<file path="src/rtl/operand_arbiter_pkg.sv">
// rtl/operand_arbiter_pkg.sv - shared state encoding and source ids for the operand arbiter
package operand_arbiter_pkg;

  // Output register occupancy
  typedef enum logic {
    ST_EMPTY = 1'b0,
    ST_FULL  = 1'b1
  } state_e;

  // Requester ids, as seen on out_src and mux_sel
  localparam logic SRC_A = 1'b0;
  localparam logic SRC_B = 1'b1;

endpackage

</file>
<file path="src/rtl/operand_arbiter_if.sv">
// rtl/operand_arbiter_if.sv - requester, output and status signals of the operand arbiter
interface operand_arbiter_if #(
  parameter int WIDTH = 32,
  parameter int CNT_W = 16
);

  logic             req_a;
  logic [WIDTH-1:0] data_a;
  logic             ack_a;
  logic             req_b;
  logic [WIDTH-1:0] data_b;
  logic             ack_b;
  logic             out_valid;
  logic             out_ready;
  logic [WIDTH-1:0] out_data;
  logic             out_src;
  logic             mux_sel;
  logic [CNT_W-1:0] cnt_a;
  logic [CNT_W-1:0] cnt_b;

  // Arbiter side
  modport slave (
    input  req_a, data_a, req_b, data_b, out_ready,
    output ack_a, ack_b, out_valid, out_data, out_src, mux_sel, cnt_a, cnt_b
  );

  // Requesters and consumer side
  modport master (
    output req_a, data_a, req_b, data_b, out_ready,
    input  ack_a, ack_b, out_valid, out_data, out_src, mux_sel, cnt_a, cnt_b
  );

endinterface

</file>
<file path="src/rtl/operand_arbiter_mux.sv">
// rtl/operand_arbiter_mux.sv - 2:1 operand select shared by both requesters
module Mux32Bit2To1 #(
  parameter int WIDTH = 32
) (
  input  logic [WIDTH-1:0] in0_i,
  input  logic [WIDTH-1:0] in1_i,
  input  logic             sel_i,
  output logic [WIDTH-1:0] out_o
);

  assign out_o = sel_i ? in1_i : in0_i;

endmodule

</file>
<file path="src/rtl/operand_arbiter.sv">
// rtl/operand_arbiter.sv - round-robin arbiter of two operand sources into one output register
module operand_arbiter #(
  parameter int WIDTH = 32,
  parameter int CNT_W = 16
) (
  input  logic              clk,
  input  logic              rst,
  operand_arbiter_if.slave  bus
);

  import operand_arbiter_pkg::*;

  state_e           state_q, state_d;
  logic             last_grant_q;
  logic             mux_sel_q;
  logic [WIDTH-1:0] out_data_q;
  logic             out_src_q;
  logic [CNT_W-1:0] cnt_a_q;
  logic [CNT_W-1:0] cnt_b_q;

  logic             can_accept;
  logic             grant_valid;
  logic             grant_src;
  logic             mux_sel;
  logic [WIDTH-1:0] mux_out;

  // Grant decision and next occupancy; reset suppresses any grant so no ack is seen
  always_comb begin
    state_d     = state_q;
    grant_valid = 1'b0;
    grant_src   = SRC_A;
    can_accept  = (state_q == ST_EMPTY) || bus.out_ready;
    if (!rst && can_accept && (bus.req_a || bus.req_b)) begin
      grant_valid = 1'b1;
      if (bus.req_a && bus.req_b) begin
        grant_src = ~last_grant_q;
      end else begin
        grant_src = bus.req_b ? SRC_B : SRC_A;
      end
    end
    case (state_q)
      ST_EMPTY: if (grant_valid) state_d = ST_FULL;
      ST_FULL:  if (bus.out_ready && !grant_valid) state_d = ST_EMPTY;
      default:  state_d = ST_EMPTY;
    endcase
  end

  // Select follows the live grant and otherwise keeps pointing at the last winner
  always_comb begin
    mux_sel = grant_valid ? grant_src : mux_sel_q;
  end

  Mux32Bit2To1 #(
    .WIDTH (WIDTH)
  ) u_mux (
    .in0_i (bus.data_a),
    .in1_i (bus.data_b),
    .sel_i (mux_sel),
    .out_o (mux_out)
  );

  // Occupancy state register
  always_ff @(posedge clk) begin
    if (rst) state_q <= ST_EMPTY;
    else     state_q <= state_d;
  end

  // Output register, arbitration history and held select; last_grant resets to B so A wins first
  always_ff @(posedge clk) begin
    if (rst) begin
      out_data_q   <= '0;
      out_src_q    <= SRC_A;
      last_grant_q <= SRC_B;
      mux_sel_q    <= SRC_A;
    end else if (grant_valid) begin
      out_data_q   <= mux_out;
      out_src_q    <= grant_src;
      last_grant_q <= grant_src;
      mux_sel_q    <= grant_src;
    end
  end

  // Per-source accepted-operand counters, sticking at all-ones
  always_ff @(posedge clk) begin
    if (rst) begin
      cnt_a_q <= '0;
      cnt_b_q <= '0;
    end else if (grant_valid) begin
      if (grant_src == SRC_A && cnt_a_q != {CNT_W{1'b1}}) cnt_a_q <= cnt_a_q + CNT_W'(1);
      if (grant_src == SRC_B && cnt_b_q != {CNT_W{1'b1}}) cnt_b_q <= cnt_b_q + CNT_W'(1);
    end
  end

  assign bus.ack_a     = grant_valid && (grant_src == SRC_A);
  assign bus.ack_b     = grant_valid && (grant_src == SRC_B);
  assign bus.mux_sel   = mux_sel;
  assign bus.out_valid = (state_q == ST_FULL);
  assign bus.out_data  = out_data_q;
  assign bus.out_src   = out_src_q;
  assign bus.cnt_a     = cnt_a_q;
  assign bus.cnt_b     = cnt_b_q;

endmodule
</file>
<file path="src/flat_wrapper.sv">
// flat-port wrapper written by rule: the top's interface ports become plain ports
module operand_arbiter_flat import operand_arbiter_pkg::*;
#(
  parameter int WIDTH = 32,
  parameter int CNT_W = 16
)
  (clk, rst, bus_req_a, bus_data_a, bus_req_b, bus_data_b, bus_out_ready, bus_ack_a, bus_ack_b, bus_out_valid, bus_out_data, bus_out_src, bus_mux_sel, bus_cnt_a, bus_cnt_b);
  operand_arbiter_if #(.WIDTH(WIDTH), .CNT_W(CNT_W)) bus_i ();
  input  logic clk;
  input  logic rst;
  input wire logic [$bits(bus_i.req_a)-1:0] bus_req_a;
  input wire logic [$bits(bus_i.data_a)-1:0] bus_data_a;
  input wire logic [$bits(bus_i.req_b)-1:0] bus_req_b;
  input wire logic [$bits(bus_i.data_b)-1:0] bus_data_b;
  input wire logic [$bits(bus_i.out_ready)-1:0] bus_out_ready;
  output wire logic [$bits(bus_i.ack_a)-1:0] bus_ack_a;
  output wire logic [$bits(bus_i.ack_b)-1:0] bus_ack_b;
  output wire logic [$bits(bus_i.out_valid)-1:0] bus_out_valid;
  output wire logic [$bits(bus_i.out_data)-1:0] bus_out_data;
  output wire logic [$bits(bus_i.out_src)-1:0] bus_out_src;
  output wire logic [$bits(bus_i.mux_sel)-1:0] bus_mux_sel;
  output wire logic [$bits(bus_i.cnt_a)-1:0] bus_cnt_a;
  output wire logic [$bits(bus_i.cnt_b)-1:0] bus_cnt_b;
  assign bus_i.req_a = bus_req_a;
  assign bus_i.data_a = bus_data_a;
  assign bus_i.req_b = bus_req_b;
  assign bus_i.data_b = bus_data_b;
  assign bus_i.out_ready = bus_out_ready;
  assign bus_ack_a = bus_i.ack_a;
  assign bus_ack_b = bus_i.ack_b;
  assign bus_out_valid = bus_i.out_valid;
  assign bus_out_data = bus_i.out_data;
  assign bus_out_src = bus_i.out_src;
  assign bus_mux_sel = bus_i.mux_sel;
  assign bus_cnt_a = bus_i.cnt_a;
  assign bus_cnt_b = bus_i.cnt_b;
  operand_arbiter #(.WIDTH(WIDTH), .CNT_W(CNT_W)) u_core (.clk(clk), .rst(rst), .bus(bus_i));
endmodule
</file>
<file path="config.mk">
export PLATFORM = sky130hd
export DESIGN_NAME = operand_arbiter_flat
export DESIGN_NICKNAME = d
export VERILOG_FILES = /design/src/rtl/operand_arbiter_pkg.sv /design/src/rtl/operand_arbiter_if.sv /design/src/rtl/operand_arbiter_mux.sv /design/src/rtl/operand_arbiter.sv /design/src/flat_wrapper.sv
export SDC_FILE = /design/constraint.sdc
export NUM_CORES = 1
export LEC_CHECK = 0
export ABC_CLOCK_PERIOD_IN_PS = 2250
export BUFFER_PORTS_ARGS = -buffer_cell sky130_fd_sc_hd__buf_2
export CORE_AREA = 2 2 83 85
export DETAILED_ROUTE_END_ITERATION = 12
export DIE_AREA = 0 0 85 87
export HOLD_SLACK_MARGIN = 0.05
export PLACE_DENSITY = 0.78
export SYNTH_ARGS = -nofsm -noshare
export SYNTH_HDL_FRONTEND = slang
export SYNTH_SLANG_ARGS = --single-unit
</file>
<file path="constraint.sdc">
create_clock -name clk -period 2.25 [get_ports clk]
set_input_delay 0.45 -clock clk [delete_from_list [all_inputs] [get_ports clk]]
set_output_delay 0.45 -clock clk [all_outputs]
set_load 0.02 [all_outputs]
</file>
# ---- Word-level counts from Yosys, hierarchy flattened
# Cells that the tools add are included.
dict set report totals {
  wordCells 37
  ff_bits 68
  out_inout_bits 69
  in_bits 69
}
dict set report classes {
  n_eq_ne 2
  reduce_logical 14
  bitwise 3
  muxes 9
  addsub 2
}
# cell count
set ops {}
lappend ops {{16-bit by 1-bit adder with 16-bit output (second input constant)} 2}
lappend ops {{32-bit 2-to-1 mux} 1}
lappend ops {{16-bit inequality test (second input constant)} 2}
lappend ops {{1-bit logical AND} 8}
lappend ops {{1-bit 2-to-1 mux} 7}
lappend ops {{2-bit AND reduction} 2}
lappend ops {{1-bit NOT} 3}
lappend ops {{1-bit zero test} 2}
lappend ops {{1-bit logical OR} 2}
lappend ops {{1-bit one-hot mux with 2 select lines} 1}

# ---- Logic depth before layout (Yosys ltp)
# Gate-level depths: netlist of the first run.
dict set report logic_depth {
  word_depth 9
  depth_mapped 8
  depth_no_buf 6
}

# ---- Modules after synthesis
# Synthesis of the first run repeated with hierarchy kept, for this count alone.
dict set report hier_totals {
  hier_cells 380
  hier_area_um2 3458.3
}
# mod instances area_each_um2 cells_per_inst seq_area_each_um2
set modules_own_cells {}
lappend modules_own_cells {operand_arbiter 1 2914.0 344 1361.3}
lappend modules_own_cells {Mux32Bit2To1 1 544.3 36 0.0}

# ---- Least setup slack after synthesis of the first run
# No wires, ideal clock.
dict set report synth_path {
  kind {in2out}
  startpoint {input rst}
  endpoint {output bus_mux_sel}
  required_ns 1.800
  arrival_time_ns 1.540
  path_slack_ns 0.260
  n_path_buf 2
  cell_stages 6
  path_cell_list {buf_2 inv_2 nand4_1 inv_2 clkbuf_1 nor2_1}
}
dict set report synth_via {
  elab_chain_cells 5
  elab_cells_between_ends 6
  cone_classes {3 x mux; 3 x reduce/logical}
}
# item line_no
set synth_rtl {}
lappend synth_rtl {{start: declaration} flat_wrapper.sv:10} ;# input logic rst;
lappend synth_rtl {{1-bit zero test *} operand_arbiter.sv:33} ;# if (!rst && can_accept && (bus.req_a || bus.req_b)) begin
lappend synth_rtl {{1-bit logical AND * (2 in a row)} operand_arbiter.sv:33}
lappend synth_rtl {{1-bit 2-to-1 mux} operand_arbiter.sv:33}
lappend synth_rtl {{1-bit 2-to-1 mux *} --}
lappend synth_rtl {{end: declaration} flat_wrapper.sv:21} ;# output wire logic [$bits(bus_i.mux_sel)-1:0] bus_mux_sel;
# Mark *: on every way between the ends. The rest lies on a longest branch, timed or not.

# ---- Worst setup path after layout of the first run
dict set report layout_path {
  startpoint {register u_core.cnt_a_q[0] (netlist: u_core.bus.cnt_a[0])}
  endpoint {register u_core.cnt_a_q[1] (netlist: u_core.bus.cnt_a[1])}
}
dict set report layout_via {
  elab_chain_cells 3
  elab_cells_between_ends 4
  cone_classes {1 x add/sub; 1 x eq/ne; 2 x reduce/logical}
}
# item line_no
set layout_rtl {}
lappend layout_rtl {{start: declaration} operand_arbiter.sv:18} ;# logic [CNT_W-1:0] cnt_a_q;
lappend layout_rtl {{start signal: assignment} operand_arbiter.sv:89} ;# if (grant_src == SRC_A && cnt_a_q != {CNT_W{1'b1}}) cnt_a_q <= cnt_a_q + CNT_W'(1);
lappend layout_rtl {{branches (longest 3 deep; another with 16-bit by 1-bit adder with 16-bit output)} --}
# Parallel ways; which one is timed is not known.
# A chain may end at the register's enable or synchronous reset.

==> results by group, run 1 <==
Status
  • Status: complete, no violations

CTS
  • Post-CTS Hold Buffers: 0
  • H-tree levels: 3
  • Clk_lat worst skew: 0.33 ns
  • CTS Root Cell: clkbuf_8
  • CTS sink count: 68
  • Worst-path clk slew: 0.08 ns
  • Setup bufs post-CTS: 0
  • CTS tree: yes
  • CTS buffer count: 9
  • Maximum clock path buffer count: 2
  • Post-cts sizing count: 0

Floorplan
  • I/O pins: 138
  • Initial Util: 0.4343
  • Die width: 85 um
  • Die Ht: 87 um
  • Core ar.: 6569 sq um
  • Die ar.: 7395 sq um
  • Row count: 30

Cells and area
  • Layout cell share with drive strength beyond 1: 0.3806
  • Final Util: 0.5819
  • # diodes: 0
  • Area growth from synthesis to layout: 33.99%
  • Fillers: 581
  • Nets: 510

Synth
  • Post-Syn Area per Cell: 9.353 sq um
  • Syn nets: 376
  • Post-synth EDFFs: 0
  • Largest area contributor in the netlist: dfxtp_1
  • Post-synth top area share: 0.4772
  • Unique cell type count in the Yosys netlist: 44
  • Sequential area share after synthesis: 0.4772
  • Synth area leaders: dfxtp_1 (48%), a222oi_1 (11%), nor2_1 (7.9%)
  • Netlist Area Pre-Place: 2853 sq um
  • FF+latch count, synth: 68
  • Ys flop type: dfxtp_1
  • Mapped Cells: 305
  • Synth async-reset ratio: 0
  • Yosys warns: 0

GRT
  • Top Usage Layer GRT: met2
  • Total global routing overflow: 0
  • M2 GR Usage: 0.3274
  • Largest net degree at the start of global routing: 63
  • First-pass GRT wire length: 11940 um
  • GR Layer Usage met1: 0.2546
  • M3 GR Usage: 0.05308
  • GRT Total Usage: 0.1995
  • Initial antenna violation count: 0
  • Vias in the first global route: 2578

Timing
  • Relative max-transition margin: 0.5787
  • Fmax: 0.5043 GHz
  • Endpoints failing hold: 0
  • Final worst slack: 0.2672 ns
  • Worst Skew: 0.007710 ns
  • Post-Route Setup TNS: 0 ns
  • Final period util: 0.8813
  • Setup violation total in the final timing report: 0
  • Slew Viols, Final: 0
  • Slew @ Worst Pin: 0.6320 ns
  • Unrepaired setup endpoints after global routing: no
  • Min Clock Period, post-route: 1.983 ns

Detailed routing
  • Residual DRC: 0
  • WL per Instance: 14.25 um
  • Vias per cell: 5.569
  • Drt first-iter violations: 225
  • Vias: 2918
  • Pre-antenna DRT Iters: 8
  • Drt total wl: 7468 um
  • Antenna viol nets, final: 0

Power and ir drop
  • Clock power share: 0.407
  • Static Leak: 0.001744 uW
  • Total power: 2715 uW
  • Internal power: 2040 uW
  • Switch share: 0.2485
  • Combinational Power Share: 0.122
  • Peak VDD IR: 546.4 uV
  • Seq pwr share: 0.470
  • Sw power: 674.5 uW
  • Power Density: 710.2 nW/um^2

Place
  • Global placement routability congestion: 0.8400
  • IO buf count: 137
  • Detailed Place HPWL: 5301 um
  • Pre-CTS setup slack: 0.2159 ns

Setup path
  • Worst EP arrival: 2.17 ns
  • Critical path type: flip-flop to flip-flop
  • Worst Setup Start Kind: flip-flop
  • Worst-path maximum fanout: 6
  • Worst Setup End Kind: flip-flop
  • Critical Path RT: 2.44 ns

Hold path
  • Hold Path Class: input port to flip-flop

Flow run
  • Max Cap Viol: 0
-- cell families (layout without fill, tap and decap cells) --
family          count (synthesis)  in the layout  synth area share
mux                             6              6           0.02149
simple gates                  127            127            0.2232
buf+inv                        27            166           0.03947
fa+ha+maj                       2              2          0.008771
xor+xnor                       17             17           0.05219
flops                          68             68            0.4772
compound gates                 58             58            0.1776
-- routing by layer --
metal / vias up / routed length, um
met5: - / 0
met2: 127 / 3602
met1: 1364 / 3217
li1: 1417 / -
met3: 10 / 536
met4: 0 / 111
-- cell type report --
type                       count  area, sq um  share of cell area
tap                           80        100.1             0.02619
multi-input combinational    210         1379              0.3607
clock inverter                 6        87.58             0.02291
timing repair buffer         143        730.7              0.1912
inverter                       7        26.28            0.006874
sequential                    68         1361              0.3561
clock buffer                  10        137.6             0.03601
-- power by group through the flow --
| stage | clock network (uW) | registers, uW | logic [uW] |
|---|---|---|---|
| CTS | 1140 | 1280 | 333 |
| finish | 1110 | 1280 | 332 |
| global placement | 0 | 1300 | 326 |
| global route | 1200 | 1280 | 363 |
| detailed placement | 0 | 1300 | 333 |
| floorplan | 0 | 1360 | 138 |
-- metrics by stage --
stage	hold slack (ns)	instance area [sq um]	cells
after global placement	0.4463	3597	508
after floorplan	0.4525	2853	305
final	0.3745	3822	524
after detailed placement	0.4785	3597	508
after global routing	0.3646	3822	524
after CTS	0.3569	3822	524
-- final timing paths --
kind	from	endpoint	slack [ns]	cells after the start
max	u_core.bus.cnt_a[0]$_SDFFE_PP0P_	u_core.bus.cnt_a[1]$_SDFFE_PP0P_	0.27	6
min	bus_data_a[5]	u_core.bus.out_data[5]$_SDFFE_PP0P_	0.37	3
max reg2reg	u_core.bus.cnt_a[0]$_SDFFE_PP0P_	u_core.bus.cnt_a[1]$_SDFFE_PP0P_	0.27	6
min reg2reg	u_core.bus.out_src$_SDFFE_PP0P_	u_core.bus.out_src$_SDFFE_PP0P_	0.48	2
-- cells in the final DEF (no fill, tap or decap), types with 2 or more instances in the layout --
cell type   synthesis  final
nand3_1            15     15
clkinvlp_4          0      3
a21oi_1             5      5
nor4_1              3      3
dfxtp_1            68     68
o31ai_1             4      4
nand4_1            12     12
inv_1               5      5
nand2_1            12     12
nand2b_1            2      2
xor2_1              6      6
nor2b_1             2      2
xnor2_1            11     11
a211oi_1            2      2
and3_1              2      2
o211ai_1            5      5
ha_1                2      2
nor3_1              6      6
o21ai_0             4      4
mux2i_1             5      5
or3_1               3      3
clkbuf_8            0     10
nor2_1             60     60
buf_2               6    137
buf_4               1      6
inv_2               2      2
bufinv_16           0      2
a222oi_1           32     32
-- cell usage after synthesis (3+ instances only) --
cell	n
o211ai_1	5
nor2_1	60
xor2_1	6
a222oi_1	32
inv_1	5
nand4_1	12
buf_2	6
nand3_1	15
clkbuf_1	12
o31ai_1	4
o21ai_0	4
xnor2_1	11
nand2_1	12
nor3_1	6
or3_1	3
a21oi_1	5
mux2i_1	5
dfxtp_1	68
nor4_1	3
-- state kept, by name, indices dropped and copies added, names as in the netlist --
name / flops
u_core.bus.out_data: 32
u_core.mux_sel_q: 1
u_core.bus.cnt_a: 16
u_core.bus.cnt_b: 16
u_core.last_grant_q: 1
u_core.bus.out_valid: 1
u_core.bus.out_src: 1
-- critical path, stage by stage (launching register included) --
cell and delay [ns]:
dfxtp_1 0.40, ha_1 0.26, nand4_4 0.15, or4_1 0.62
and2_4 0.23, mux2i_1 0.15, nor2_1 0.05
Power figures use the tool's default switching activity.
==> run 2: changes to the inputs <==
--- a/config.mk
+++ b/config.mk
@@ -7,11 +7,11 @@
 export LEC_CHECK = 0
 export ABC_CLOCK_PERIOD_IN_PS = 2250
 export BUFFER_PORTS_ARGS = -buffer_cell sky130_fd_sc_hd__buf_2
-export CORE_AREA = 2 2 83 85
+export CORE_AREA = 2 2 82 84
 export DETAILED_ROUTE_END_ITERATION = 12
-export DIE_AREA = 0 0 85 87
+export DIE_AREA = 0 0 84 86
 export HOLD_SLACK_MARGIN = 0.05
-export PLACE_DENSITY = 0.78
+export PLACE_DENSITY = 0.79
 export SYNTH_ARGS = -nofsm -noshare
 export SYNTH_HDL_FRONTEND = slang
 export SYNTH_SLANG_ARGS = --single-unit
==> results by group, run 2 (synthesis gave the netlist of run 1 again) <==
Cells and area
  • Area growth from synthesis to layout: 33.51%
  • Layout cell share with drive strength beyond 1: 0.3784
  • Max FFs per register: 32
  • FF/Latch Area: 1361 sq um
  • Commonest non-fill, non-tap cell in the layout: buf_2
  • Nets: 510
  • Multi-input logic area: 1379 sq um
  • Post-route cell area: 3809 sq um
  • # diodes: 0
  • Most frequent cells in the layout: buf_2 (137), dfxtp_1 (68), nor2_1 (60), a222oi_1 (32), nand3_1 (15)
  • Fillers: 565

Detailed routing
  • Residual DRC: 0
  • Vias per cell: 5.672
  • Drt total wl: 7501 um
  • Drt first-iter violations: 334
  • Pre-antenna DRT Iters: 6
  • Vias: 2955
  • Antenna viol nets, final: 0
  • WL per Instance: 14.40 um

GRT
  • Initial antenna violation count: 0
  • Vias in the first global route: 2651
  • GRT Total Usage: 0.2115
  • Largest net degree at the start of global routing: 63
  • First-pass GRT wire length: 12460 um
  • Total global routing overflow: 0

Power and ir drop
  • Power Density: 686.9 nW/um^2
  • Seq pwr share: 0.488
  • Clock power share: 0.384
  • Internal power: 1960 uW
  • Sw power: 656.0 uW
  • Peak VDD IR: 396.2 uV
  • Static Leak: 0.001745 uW
  • Combinational Power Share: 0.127
  • Switch share: 0.2507

Timing
  • Slew @ Worst Pin: 0.6127 ns
  • Setup violation total in the final timing report: 0
  • Fmax: 0.4905 GHz
  • Relative max-transition margin: 0.5915
  • Endpoints failing hold: 0
  • Final period util: 0.9061
  • Slew Viols, Final: 0
  • Min Clock Period, post-route: 2.039 ns
  • Worst Skew: 0.009669 ns
  • Unrepaired setup endpoints after global routing: no
  • Final worst slack: 0.2112 ns
  • Post-Route Setup TNS: 0 ns

Floorplan
  • Core ar.: 6277 sq um
  • Die Ht: 86 um
  • Row count: 29
  • Initial Util: 0.4545
  • Die ar.: 7224 sq um
  • Die width: 84 um
  • I/O pins: 138

CTS
  • Post-cts sizing count: 0
  • Maximum clock path buffer count: 2
  • Worst-path clk slew: 0.07 ns
  • CTS buffer count: 9
  • CTS Root Cell: clkbuf_8
  • CTS sink count: 68
  • CTS tree: yes
  • H-tree levels: 3
  • Post-CTS Hold Buffers: 0
  • Clk_lat worst skew: 0.33 ns
  • Setup bufs post-CTS: 0

Setup path
  • Worst-path maximum fanout: 19
  • Worst-path cell chain: nand2b_1 -> nand4_1 -> inv_2 -> nor2_1 -> buf_2
  • CP delay by family, top: buffers and inverters
  • Critical path type: flip-flop to output pin
  • Worst EP arrival: 1.59 ns
  • Worst Setup Start Kind: flip-flop
  • CP max stage delay: 0.33 ns
  • WP buf/inv: 2
  • Critical Path RT: 1.80 ns
  • CP max stage cell: inv_2
  • Worst Setup End Kind: output pin

Hold path
  • Hold Path Class: input port to flip-flop

Flow run
  • Max Cap Viol: 0

Place
  • Placed inst area: 3606 sq um
  • Pre-CTS setup slack: 0.1796 ns
  • Global placement routability congestion: 0.8404
  • Detailed Place HPWL: 5375 um
  • IO buf count: 137

Status
  • Status: complete, no violations
[run 2: changes by cell type in the layout (fill, tap and decap cells not counted), sizes merged]
cell	delta
clkinvlp	-2
bufinv	-1
clkbuf	+2
clkinv	+1
[run 2: power by group through the flow]
| stage | Sequential [uW] | Clock [uW] | Combinational [uW] |
|---|---|---|---|
| after global routing | 1280 | 1080 | 364 |
| after CTS | 1280 | 1030 | 334 |
| after floorplan | 1360 | 0 | 138 |
| after global placement | 1300 | 0 | 327 |
| final | 1280 | 1010 | 333 |
| after detailed placement | 1300 | 0 | 333 |
[run 2: path summary, 6_finish.rpt]
path,start,end,slack [ns],cells after the start
min,rst,u_core.last_grant_q$_SDFFE_PP1P_,0.37,3
max,u_core.bus.out_valid$_SDFF_PP0_,bus_mux_sel,0.21,5
max reg2reg,u_core.bus.cnt_a[0]$_SDFFE_PP0P_,u_core.bus.cnt_a[1]$_SDFFE_PP0P_,0.27,6
min reg2reg,u_core.bus.out_src$_SDFFE_PP0P_,u_core.bus.out_src$_SDFFE_PP0P_,0.48,2
[run 2: metrics by stage]
stage / utilization / hold slack (ns) / power [uW] / std cells
after floorplan: - / 0.4525 / 1494 / 305
after global placement: 0.5744 / 0.4518 / 1630 / 505
after detailed placement: 0.5744 / 0.4590 / 1635 / 505
after CTS: 0.6067 / 0.3558 / 2639 / 521
after global routing: 0.6067 / 0.3643 / 2726 / 521
final: 0.6067 / 0.3689 / 2616 / 521
[run 2: worst reg2reg max path: stages (launching register included)]
cell and delay, ns:
dfxtp_1 0.40, ha_1 0.26, nand4_4 0.15, or4_1 0.63, and2_4 0.23, mux2i_1 0.13
nor2_1 0.05
[run 2: layout make-up]
cell class                      instances  area share
Multi-Input combinational cell        210      0.3620
Inverter                                7    0.006899
Sequential cell                        68      0.3574
Clock buffer                           12     0.04074
Clock inverter                          4     0.01248
Timing Repair Buffer                  143      0.1951
Tap cell                               77     0.02530
[run 2: metal layers]
layer	track usage	vias to the layer above	part of all wire
met1	0.2710	1396	0.44
met3	0.05005	8	0.078
met5	0	-	0
met4	0.08651	0	0.0095
li1	-	1420	-
met2	0.3455	131	0.47
==> run 3: changes to the inputs <==
--- a/config.mk
+++ b/config.mk
@@ -6,12 +6,12 @@
 export NUM_CORES = 1
 export LEC_CHECK = 0
 export ABC_CLOCK_PERIOD_IN_PS = 2250
-export BUFFER_PORTS_ARGS = -buffer_cell sky130_fd_sc_hd__buf_2
-export CORE_AREA = 2 2 82 84
+export CORE_AREA = 2 2 79 81
 export DETAILED_ROUTE_END_ITERATION = 12
-export DIE_AREA = 0 0 84 86
+export DIE_AREA = 0 0 81 83
+export DONT_BUFFER_PORTS = 1
 export HOLD_SLACK_MARGIN = 0.05
-export PLACE_DENSITY = 0.79
+export PLACE_DENSITY = 0.65
 export SYNTH_ARGS = -nofsm -noshare
 export SYNTH_HDL_FRONTEND = slang
 export SYNTH_SLANG_ARGS = --single-unit
==> results by group, run 3 (synthesis gave the netlist of run 1 again) <==
Status
  • Status: complete, no violations

Setup path
  • Worst Setup Start Kind: flip-flop
  • Worst Setup End Kind: output pin
  • Worst EP arrival: 1.51 ns
  • Critical path type: flip-flop to output pin
  • Worst-path maximum fanout: 7
  • Critical Path RT: 1.80 ns

CTS
  • CTS Root Cell: clkbuf_8
  • H-tree levels: 3
  • Post-CTS Hold Buffers: 0
  • CTS sink count: 68
  • Maximum clock path buffer count: 2
  • Setup bufs post-CTS: 0
  • Post-cts sizing count: 0
  • Worst-path clk slew: 0.07 ns
  • Clk_lat worst skew: 0.34 ns
  • CTS buffer count: 9
  • CTS tree: yes

Cells and area
  • Commonest non-fill, non-tap cell in the layout: dfxtp_1
  • Most frequent cells in the layout: dfxtp_1 (68), nor2_1 (60), a222oi_1 (32), buf_4 (21), nand3_1 (15)
  • Nets: 389
  • Max FFs per register: 32
  • Layout cell share with drive strength beyond 1: 0.1402
  • Non-Filler Instances: 396
  • # diodes: 0
  • Area growth from synthesis to layout: 11.97%

Timing
  • Worst Skew: 0.009757 ns
  • Final period util: 0.8715
  • Slew Viols, Final: 0
  • Slew @ Worst Pin: 0.4825 ns
  • Fmax: 0.5100 GHz
  • Min Clock Period, post-route: 1.961 ns
  • Setup violation total in the final timing report: 0
  • Unrepaired setup endpoints after global routing: no
  • Relative max-transition margin: 0.6700
  • Endpoints failing hold: 0
  • Post-Route Setup TNS: 0 ns

GRT
  • GRT Total Usage: 0.2107
  • Largest net degree at the start of global routing: 64
  • First-pass GRT wire length: 11100 um
  • Initial antenna violation count: 0
  • Total global routing overflow: 0
  • Vias in the first global route: 2372

Floorplan
  • Initial Util: 0.4905
  • Die Ht: 83 um
  • I/O pins: 138
  • Die ar.: 6723 sq um
  • Row count: 28
  • Die width: 81 um
  • Core ar.: 5816 sq um

Place
  • IO buf count: 0
  • Global placement routability congestion: 0.8403
  • Placed insts: 382
  • Detailed Place HPWL: 4744 um

Detailed routing
  • Drt first-iter violations: 208
  • Drt total wl: 6769 um
  • Vias: 2470
  • Residual DRC: 0
  • Vias per cell: 6.237
  • Antenna viol nets, final: 0
  • WL per Instance: 17.09 um
  • Pre-antenna DRT Iters: 8

Power and ir drop
  • Static Leak: 0.001177 uW
  • Peak VDD IR: 457.8 uV
  • Power Density: 728.7 nW/um^2

Hold path
  • Hold Path Class: input port to flip-flop

Flow run
  • Max Cap Viol: 0
run 3: cell types whose count changed in the layout (fill, tap and decap cells not counted), sizes merged:
cell and delta:
buf -121, bufinv -1, clkbuf -1, clkinv +1, clkinvlp -1
run 3: power by group:
group | internal [uW] | switching, uW | leakage, uW
sequential | 1250 | 79.0 | 0.000553
combinational | 72.3 | 94.3 | 0.000539
clock | 412 | 419 | 0.0000848
run 3: through the flow:
step | worst slack [ns] | instance area [sq um] | utilization | power, uW | hold slack [ns]
2_1_floorplan | 0.2603 | 2853 | - | 1494 | 0.4525
3_3_place_gp | 0.3726 | 3038 | 0.5224 | 1519 | 0.4795
3_5_place_dp | 0.3170 | 3038 | 0.5224 | 1523 | 0.4911
4_1_cts | 0.2659 | 3194 | 0.5493 | 2360 | 0.1636
5_1_grt | 0.1380 | 3194 | 0.5493 | 2443 | 0.1631
6_report | 0.2891 | 3194 | 0.5493 | 2328 | 0.1845
run 3: final timing paths:
check	start	end	slack, ns	cells past startpoint
setup reg to reg	u_core.bus.cnt_a[12]$_SDFFE_PP0P_	u_core.bus.cnt_a[1]$_SDFFE_PP0P_	0.31	5
setup / recovery	u_core.bus.out_valid$_SDFF_PP0_	bus_mux_sel	0.29	4
hold / removal	rst	u_core.bus.out_data[31]$_SDFFE_PP0P_	0.18	1
hold reg to reg	u_core.last_grant_q$_SDFFE_PP1P_	u_core.last_grant_q$_SDFFE_PP1P_	0.50	2
run 3: layer usage:
| layer | track usage | vias up | part of all wire |
|---|---|---|---|
| li1 | - | 1178 | - |
| met1 | 0.2619 | 1163 | 0.43 |
| met2 | 0.3268 | 118 | 0.47 |
| met3 | 0.06196 | 11 | 0.085 |
| met4 | 0.1079 | 0 | 0.018 |
| met5 | 0 | - | 0 |
run 3: critical path: stages (launching register included):
cell and delay, ns:
dfxtp_1 0.35, nand2b_1 0.13, nand4_1 0.21, inv_2 0.11
nor2_1 0.37
run 3: final cells by class:
cell class / count / area, sq um
flip-flops and latches: 68 / 1361
multi-input cells: 210 / 1379
inverters: 7 / 26.28
clock buffers: 11 / 141.4
fillers: 569 / 2621
repair buffers: 22 / 177.7
well taps: 75 / 93.84
clock inverters: 3 / 15.01
